$ cat src/rtl/adc_read_ad7476_if.sv
// Signal bundle between the AD7476 reader and its surroundings: the sample
// strobe/result side plus the three serial pins of the converter.
`timescale 1ns/1ps
interface adc_read_ad7476_if;
  logic        start;
  logic        sdata;
  logic        cs;
  logic        sclk;
  logic        busy;
  logic [11:0] adc;
  logic        valid;
  logic        frame_err;

  modport master (
    input  start, sdata,
    output cs, sclk, busy, adc, valid, frame_err
  );

  modport slave (
    output start, sdata,
    input  cs, sclk, busy, adc, valid, frame_err
  );
endinterface

$ cat src/rtl/adc_read_ad7476.sv
// AD7476-class serial ADC reader: drives CS/SCLK, shifts in a 16-bit frame
// (4 leading zeros + D11..D0) and presents the 12-bit sample with a valid pulse.
`timescale 1ns/1ps
module adc_read_ad7476 #(
  parameter int SCLK_HALF    = 5,
  parameter int QUIET_CYCLES = 5
) (
  input  logic              clk,
  input  logic              rst_n,
  adc_read_ad7476_if.master bus
);

  localparam int CNT_W = $clog2(2 * SCLK_HALF + QUIET_CYCLES);
  localparam logic [CNT_W-1:0] HALF      = CNT_W'(SCLK_HALF);
  localparam logic [CNT_W-1:0] HALF_LAST = CNT_W'(SCLK_HALF - 1);
  localparam logic [CNT_W-1:0] PER_LAST  = CNT_W'(2 * SCLK_HALF - 1);
  localparam logic [CNT_W-1:0] QUIET_LAST = CNT_W'(QUIET_CYCLES - 1);

  typedef enum logic [1:0] {IDLE, LEAD, SHIFT, QUIET} state_t;

  state_t           state, state_nx;
  logic [CNT_W-1:0] cnt, cnt_nx;
  logic [3:0]       per, per_nx;

  logic             cs_q, sclk_q, busy_q, valid_q, frame_err_q;
  logic [11:0]      adc_q;
  logic             cs_nx, sclk_nx, busy_nx, valid_nx, capture;

  logic             sdata_p0, sdata_p1;
  logic [15:0]      shreg;

  // State register; cs/sclk/busy/valid are registered from their next values
  always_ff @(posedge clk or negedge rst_n) begin
    if (!rst_n) begin
      state       <= IDLE;
      cnt         <= '0;
      per         <= '0;
      cs_q        <= 1'b1;
      sclk_q      <= 1'b1;
      busy_q      <= 1'b0;
      valid_q     <= 1'b0;
      adc_q       <= '0;
      frame_err_q <= 1'b0;
    end else begin
      state   <= state_nx;
      cnt     <= cnt_nx;
      per     <= per_nx;
      cs_q    <= cs_nx;
      sclk_q  <= sclk_nx;
      busy_q  <= busy_nx;
      valid_q <= valid_nx;
      if (valid_nx) begin
        adc_q       <= shreg[11:0];
        frame_err_q <= |shreg[15:12];
      end
    end
  end

  // Next-state: cnt counts cycles within a phase, per counts SCLK periods
  always_comb begin
    state_nx = state;
    cnt_nx   = cnt;
    per_nx   = per;
    unique case (state)
      IDLE: begin
        if (bus.start) begin
          state_nx = LEAD;
          cnt_nx   = '0;
          per_nx   = '0;
        end
      end
      LEAD: begin
        if (cnt == HALF_LAST) begin
          state_nx = SHIFT;
          cnt_nx   = '0;
        end else begin
          cnt_nx = cnt + 1'b1;
        end
      end
      SHIFT: begin
        if (cnt == PER_LAST) begin
          cnt_nx = '0;
          if (per == 4'd15) state_nx = QUIET;
          else              per_nx   = per + 1'b1;
        end else begin
          cnt_nx = cnt + 1'b1;
        end
      end
      QUIET: begin
        if (cnt == QUIET_LAST) state_nx = IDLE;
        else                   cnt_nx   = cnt + 1'b1;
      end
    endcase
  end

  // Outputs; a bit is captured just before each falling edge (period 16 captures nothing)
  always_comb begin
    cs_nx    = 1'b1;
    sclk_nx  = 1'b1;
    busy_nx  = (state_nx != IDLE);
    valid_nx = (state == SHIFT) && (state_nx == QUIET);
    capture  = ((state == LEAD) && (state_nx == SHIFT)) ||
               ((state == SHIFT) && (cnt == PER_LAST) && (per != 4'd15));
    unique case (state_nx)
      LEAD:    cs_nx = 1'b0;
      SHIFT: begin
        cs_nx   = 1'b0;
        sclk_nx = (cnt_nx >= HALF);
      end
      default: ;
    endcase
  end

  // sdata is asynchronous: two-flop synchronizer ahead of the shift register
  always_ff @(posedge clk) begin
    sdata_p0 <= bus.sdata;
    sdata_p1 <= sdata_p0;
    if ((state == IDLE) && (state_nx == LEAD)) shreg <= '0;
    else if (capture)                          shreg <= {shreg[14:0], sdata_p1};
  end

  assign bus.cs        = cs_q;
  assign bus.sclk      = sclk_q;
  assign bus.busy      = busy_q;
  assign bus.valid     = valid_q;
  assign bus.adc       = adc_q;
  assign bus.frame_err = frame_err_q;

endmodule

$ cat src/flat_wrapper.sv
// flat-port wrapper written by rule: the top's interface ports become plain ports
module adc_read_ad7476_flat 
#(
  parameter int SCLK_HALF    = 5,
  parameter int QUIET_CYCLES = 5
)
  (clk, rst_n, bus_start, bus_sdata, bus_cs, bus_sclk, bus_busy, bus_adc, bus_valid, bus_frame_err);
  adc_read_ad7476_if bus_i ();
  input  logic clk;
  input  logic rst_n;
  input wire logic [$bits(bus_i.start)-1:0] bus_start;
  input wire logic [$bits(bus_i.sdata)-1:0] bus_sdata;
  output wire logic [$bits(bus_i.cs)-1:0] bus_cs;
  output wire logic [$bits(bus_i.sclk)-1:0] bus_sclk;
  output wire logic [$bits(bus_i.busy)-1:0] bus_busy;
  output wire logic [$bits(bus_i.adc)-1:0] bus_adc;
  output wire logic [$bits(bus_i.valid)-1:0] bus_valid;
  output wire logic [$bits(bus_i.frame_err)-1:0] bus_frame_err;
  assign bus_i.start = bus_start;
  assign bus_i.sdata = bus_sdata;
  assign bus_cs = bus_i.cs;
  assign bus_sclk = bus_i.sclk;
  assign bus_busy = bus_i.busy;
  assign bus_adc = bus_i.adc;
  assign bus_valid = bus_i.valid;
  assign bus_frame_err = bus_i.frame_err;
  adc_read_ad7476 #(.SCLK_HALF(SCLK_HALF), .QUIET_CYCLES(QUIET_CYCLES)) u_core (.clk(clk), .rst_n(rst_n), .bus(bus_i));
endmodule
$ cat config.mk
export PLATFORM = sky130hd
export DESIGN_NAME = adc_read_ad7476_flat
export DESIGN_NICKNAME = d
export VERILOG_FILES = /design/src/rtl/adc_read_ad7476_if.sv /design/src/rtl/adc_read_ad7476.sv /design/src/flat_wrapper.sv
export SDC_FILE = /design/constraint.sdc
export NUM_CORES = 1
export LEC_CHECK = 0
export BUFFER_PORTS_ARGS = -buffer_cell sky130_fd_sc_hd__buf_2
export CAP_MARGIN = 20
export CORE_MARGIN = 2
export CORE_UTILIZATION = 50
export DETAILED_ROUTE_END_ITERATION = 7
export PLACE_DENSITY_LB_ADDON = 0.3
export SYNTH_ARGS = -nofsm -noshare
export SYNTH_HDL_FRONTEND = slang
export SYNTH_SLANG_ARGS = --single-unit
$ cat constraint.sdc
create_clock -name clk -period 2.8 [get_ports clk]
set_input_delay 0.84 -clock clk [delete_from_list [all_inputs] [get_ports clk]]
set_output_delay 0.84 -clock clk [all_outputs]
set_load 0.01 [all_outputs]
## Word level (Yosys, flattened, before mapping)

Cells that the tools add are included.

| word-level totals | value |
|---|---|
| bits in registers | 45 |
| latch bits | 0 |
| bits in writable memories | 0 |
| memory bits (read-only) | 0 |
| input bits | 4 |
| output and inout bits | 17 |
| word-level logic and storage cells | 57 |
| memories kept | 0 |

| cells by class | value |
|---|---|
| $add $sub $neg | 2 |
| multiply operators | 0 |
| divide/modulo/power cells | 0 |
| magnitude comparators | 1 |
| eq/ne operators | 13 |
| shift-type cells | 0 |
| mux-type cells | 17 |
| bitwise operators | 0 |
| reduce and logical (&&, ||, !) cells | 12 |

Operator list:

| operator | number |
|---|---|
| 4-bit 2-to-1 mux | 7 |
| 4-bit case mux with 4 select lines | 1 |
| 2-bit 2-to-1 mux | 5 |
| 4-bit by 1-bit adder with 4-bit output, second input constant | 2 |
| 2-bit equality test, second input constant | 4 |
| 4-bit equality test, second input constant | 2 |
| 2-bit case mux with 4 select lines | 1 |
| 4-bit case mux with 2 select lines | 1 |
| 1-bit logical AND | 5 |
| 2-bit by 1-bit equality test with 1-bit output, second input constant | 2 |
| 4-bit by 3-bit equality test with 1-bit output, second input constant | 1 |
| 4-bit by 3-bit >= comparator with 1-bit output, second input constant | 1 |
| 2-bit != test, second input constant | 2 |
| 4-bit != test, second input constant | 1 |
| 4-bit AND reduction | 1 |
| 2-bit nonzero test | 2 |
| 4-bit OR reduction | 1 |
| 2-bit logical NOT | 1 |
| 1-bit 2-to-1 mux | 2 |
| 2-bit by 1-bit != test with 1-bit output, second input constant | 1 |
| 2-bit OR reduction | 1 |
| 1-bit logical OR | 1 |

## Longest topological paths before layout

| logic depth | value |
|---|---|
| word-level depth | 7 |
| depth in mapped cells | 11 |

## Worst setup path before layout

OpenSTA, ideal clock, no wires.

| timing | value |
|---|---|
| path kind | input to register |
| start | input port bus_start |
| end | register u_core.adc_q[10], in the netlist u_core.bus.adc[10] |
| setup time | 0.128 ns |
| arrival time | 2.295 ns |
| data required time | 2.672 ns |
| setup slack | 0.378 ns |
| stages | 7 |
| path through | nor2b_1 -> o31ai_1 -> inv_1 -> ha_1 -> nand2_1 -> buf_2 -> mux2_1 |

| on the way | value |
|---|---|
| longest elaborated chain between the ends | 4 |

RTL lines:

| element | line | RTL |
|---|---|---|
| start: declaration | flat_wrapper.sv:11 | `input wire logic [$bits(bus_i.start)-1:0] bus_start;` |
| 2-bit 2-to-1 mux | adc_read_ad7476.sv:66 | `if (bus.start) begin` |
| 2-bit case mux with 4 select lines | adc_read_ad7476.sv:64 | `unique case (state)` |
| via u_core.state_nx[0] | adc_read_ad7476.sv:21 | `state_t state, state_nx;` |
| 2-bit equality test | adc_read_ad7476.sv:101 | `valid_nx = (state == SHIFT) && (state_nx == QUIET);` |
| 1-bit logical AND | adc_read_ad7476.sv:101 |  |
| end signal: assignment | adc_read_ad7476.sv:53 | `adc_q <= shreg[11:0];` |
| end: declaration | adc_read_ad7476.sv:26 | `logic [11:0] adc_q;` |

The timed path passes the listed nets, and every way through them passes these cells.
A chain may end at the register's enable or synchronous reset.

## Final worst setup path

| timing | value |
|---|---|
| start | register u_core.cnt[0] |
| end | register u_core.adc_q[1], in the netlist u_core.bus.adc[1] |

| on the way | value |
|---|---|
| longest elaborated chain between the ends | 5 |
| elaborated cells on any way between the ends | 8 |
| those cells by class | eq/ne: 3; mux: 4; reduce/logical: 1 |

RTL lines:

| element | line | RTL |
|---|---|---|
| start: declaration | adc_read_ad7476.sv:22 | `logic [CNT_W-1:0] cnt, cnt_nx;` |
| start signal: assignment | adc_read_ad7476.sv:46 | `cnt <= cnt_nx;` |
| 4-bit by 3-bit equality test with 1-bit output or 4-bit equality test (tied branches) | adc_read_ad7476.sv:73, adc_read_ad7476.sv:90, adc_read_ad7476.sv:81 |  |
| 2-bit 2-to-1 mux, on equally long branches | adc_read_ad7476.sv:90, adc_read_ad7476.sv:81, adc_read_ad7476.sv:73 |  |
| 2-bit case mux with 4 select lines (*) | adc_read_ad7476.sv:64 |  |
| via u_core.state_nx[0] | adc_read_ad7476.sv:21 |  |
| 2-bit equality test (*) | adc_read_ad7476.sv:101 |  |
| 1-bit logical AND (*) | adc_read_ad7476.sv:101 |  |

Mark *: on every way through the listed nets, which the timed path passes. The rest lies on a longest branch.

==> parameters.txt <==
Parameter                              Value

Final layout
  Area of all placed cells without fillers ... about 2300 sq um
  Post-synthesis to final-layout area growth ... 13.3%
  Number of fill cells in the layout ... around 330
  Fraction of final layout cells sized beyond drive strength 1 ... 0.221
  Non-filler cells, final ... between 200 and 300
  Final core utilization ... 0.584
  Count of nets after finishing ... 220
  Inserted Diodes ... 0

Timing
  Hold Fails Final Rpt ... 0
  Worst hold slack ... roughly 0.33 ns
  Fin. max-slew vios ... 0
  Highest clock frequency the design can meet ... between 0.4 and 0.5 GHz
  Final worst clock skew ... slightly above 0.01 ns
  Worst-case headroom to the max-slew limit ... 0.601
  Setup violations, final ... 0
  Fin Setup TNS ... 0 ns
  Minimum period implied by the final worst setup slack ... 2.47 ns
  Final Cycle Share ... 0.882
  Final Worst Setup Slack ... about 0.33 ns
  Unrepaired setup endpoints after global routing ... no
  Worst-margin pin slew ... roughly 0.60 ns

Synthesis
  Number of synthesized register bits ... between 40 and 50
  Fraction of post-synthesis cell area in the top cell type by area ... 0.305
  Post-synthesis net count ... a little under 200
  Count of distinct cell types in the synthesized netlist ... 45
  Cell with the most instances after synthesis ... sky130_fd_sc_hd__dfrtp_1
  Cells after Synth ... around 180
  Netlist area before placement ... 2050 sq um
  Commonest cells in the synthesized netlist ... sky130_fd_sc_hd__dfrtp_1, sky130_fd_sc_hd__nor2_1, sky130_fd_sc_hd__dfxtp_1
  Yosys warning total ... 0
  Register area share after synthesis ... 0.507
  Fraction of synthesis flops using an asynchronous set or reset pin ... 0.600
  Post-Syn Area per Cell ... 11.3 sq um
  Top cells by area in the synthesized netlist ... sky130_fd_sc_hd__dfrtp_1, sky130_fd_sc_hd__dfxtp_1, sky130_fd_sc_hd__mux2i_1
  Most area-hungry cell type in the Yosys netlist ... sky130_fd_sc_hd__dfrtp_1
  Flip-flop cell with the highest count after synthesis ... sky130_fd_sc_hd__dfrtp_1
  Number of enable-type register cells in the synthesized netlist ... 0

Critical path
  CP Class ... flip-flop to flip-flop
  Slowest-stage cell, CP ... sky130_fd_sc_hd__o31ai_1
  Slack of the worst reg-to-reg path ... 0.33 ns
  CP cell instances ... buf_4, ha_1, nand4b_1, nor2_1, o31ai_1, inv_1, ha_1, nand2_1, buf_4, mux2_2
  Critical path's largest stage delay ... around 0.40 ns
  Startpoint class of the critical path ... flip-flop
  Sort of element at the end of the critical path ... flip-flop
  Data required, critical path ... 2.97 ns
  Maximum fanout along the worst path ... 9
  Worst path arrival time ... around 2.6 ns

GRT
  Via count of the first global-routing pass ... roughly 1300
  First-pass GRT wire length ... 6.20 mm
  Antenna violations before repair ... 0
  Pin count of the biggest net entering global routing ... 28
  GRT Total Usage ... 0.178
  Global route total overflow ... 0

Power
  Share of power burned in registers ... 0.420
  Combinational share of power ... 0.342
  Internal power ... about 1.3 mW
  Part of the total power dissipated in the clock network ... 0.238
  Switching Power ... 0.677 mW
  Switching share of power ... 0.334
  Worst vdd ir ... between 0.5 and 0.6 mV
  Pwr dens ... roughly 870 nW/um^2
  Power after layout ... just over 2 mW
  Leakage Power ... 1.25 nW

CTS
  Clock slew at the register clock pins of the worst setup and hold paths ... 0.07 ns
  Clock root cell ... sky130_fd_sc_hd__clkbuf_8
  Hold buffer count at cts ... 0
  Clock tree from TritonCTS ... yes
  Number of sinks handled by clock tree synthesis ... 45
  Maximum count of clock buffers along a single path ... 2
  Number of levels the H-tree was split into ... 2
  TritonCTS buffer count ... 5
  Clk Latency, worst-skew pair ... ~0.29 ns

Detailed routing
  DRC violation count after routing ... 0
  Total vias in the final route ... 1400
  Total wirelength of the detailed-routed design ... 3.69 mm
  Initial DRC Count ... 115
  Length of the first detailed-routing pass in iterations ... 4
  Drt wl/cell ... ~14 um
  Via-per-instance ratio ... ~5.4
  Antenna violation net count after detailed routing ... 0

Place
  Final HPWL DP ... ~2.7 mm
  Worst slack at placement ... between 0.02 and 0.03 ns
  Post-DP Area ... about 2200 sq um
  Buffers on Ports ... 20
  Placed Cells incl. Taps ... 249
  Global placer's final weighted congestion ... ~0.88

Run
  Max-cap viol count ... 0

Floorplanning
  Boundary Pins ... 21
  Die width ... roughly 68 um
  Core box area ... 3970 sq um
  Die area ... approximately 4600 sq um
  Initial Util ... 0.516
  Number of rows created at floorplan ... 23
  Vert. Die Dim ... between 60 and 70 um

Outcome
  Result of the run ... finished, final reports clean

Hold path
  Path type of the worst min-delay path ... flip-flop to flip-flop
==> cell families after synthesis <==
logic type                 Yosys count  synth area share
and+or+nand+nor                     50             0.128
DFF                                 45             0.507
muxes                               29             0.149
AOI/OAI and AO/OA                   26            0.0984
buffers and inverters               22            0.0586
adders and majority gates            9            0.0550
xor gates and xnor gates             1           0.00428
==> state kept, by name, summed over array words and instances (netlist names), 2 cells and up <==
register,cells
u_core.bus.adc,12
u_core.shreg,16
u_core.per,4
u_core.state,2
u_core.cnt,4
==> path summary, 6_finish.rpt <==
path | start | endpoint | cells past startpoint
worst max-delay path | u_core.cnt[0] | u_core.bus.adc[1] | 10
worst min-delay path | u_core.sdata_p0 | u_core.sdata_p1 | 0
worst max register to register | u_core.cnt[0] | u_core.bus.adc[1] | 10
worst min register to register | u_core.sdata_p0 | u_core.sdata_p1 | 0
max in group asynchronous | rst_n | u_core.cnt[0] | 1
min in group asynchronous | rst_n | u_core.per[3] | 1
==> critical path: cells and delay by family (launching register included) <==
family          cells  cell delay [ns]
mux                 1             0.34
compound gates      1             0.40
flops               1             0.38
fa+ha+maj           2             0.47
buf+inv             3             0.48
simple gates        3             0.28
==> layer usage <==
| layer | share of wire | track usage | up-vias |
|---|---|---|---|
| met5 | 0 | 0 | - |
| met4 | 0.0098 | 0.0600 | 0 |
| met3 | 0.043 | 0.0411 | 5 |
| met2 | 0.48 | 0.283 | 29 |
| met1 | 0.46 | 0.240 | 686 |
| li1 | - | - | 680 |
==> what timing repair did <==
action | in CTS | in global routing
buffers inserted | 0 | 1
setup endpoints to repair | 0 | 16
resized for setup | 0 | 0
==> power groups by stage <==
stage               clock network, mW  logic [mW]  registers (mW)
finish                          0.481       0.693           0.852
detailed placement                  0       0.683           0.864
CTS                             0.490       0.685           0.851
global route                    0.517       0.769           0.870
global placement                    0       0.662           0.859
floorplan                           0       0.517           0.863
==> area by class of cell <==
cell class | instances | area, sq um | share of cell area
Timing Repair Buffer | 28 | 173 | 0.0744
Multi-Input combinational cell | 115 | 890 | 0.383
Clock inverter | 2 | 38.8 | 0.0167
Tap cell | 50 | 62.6 | 0.0270
Inverter | 12 | 45.0 | 0.0194
Clock buffer | 6 | 72.6 | 0.0313
Sequential cell | 45 | 1040 | 0.448
==> layout by cell type (no fill, tap or decap), types with 2 or more instances in the layout <==
master / count
sky130_fd_sc_hd__a21oi_1: 6
sky130_fd_sc_hd__a41o_2: 2
sky130_fd_sc_hd__and2_1: 2
sky130_fd_sc_hd__and3_1: 2
sky130_fd_sc_hd__and3b_1: 2
sky130_fd_sc_hd__buf_2: 20
sky130_fd_sc_hd__buf_4: 7
sky130_fd_sc_hd__clkbuf_8: 5
sky130_fd_sc_hd__dfrtp_1: 25
sky130_fd_sc_hd__dfstp_2: 2
sky130_fd_sc_hd__dfxtp_1: 18
sky130_fd_sc_hd__ha_1: 9
sky130_fd_sc_hd__inv_1: 12
sky130_fd_sc_hd__mux2_1: 7
sky130_fd_sc_hd__mux2_2: 5
sky130_fd_sc_hd__mux2i_1: 17
sky130_fd_sc_hd__nand2_1: 4
sky130_fd_sc_hd__nand2b_1: 4
sky130_fd_sc_hd__nand3_1: 4
sky130_fd_sc_hd__nor2_1: 21
sky130_fd_sc_hd__nor2b_1: 2
sky130_fd_sc_hd__nor3_1: 3
sky130_fd_sc_hd__o21ai_0: 4
sky130_fd_sc_hd__o31ai_1: 2
(Power assumes the default switching activity.)
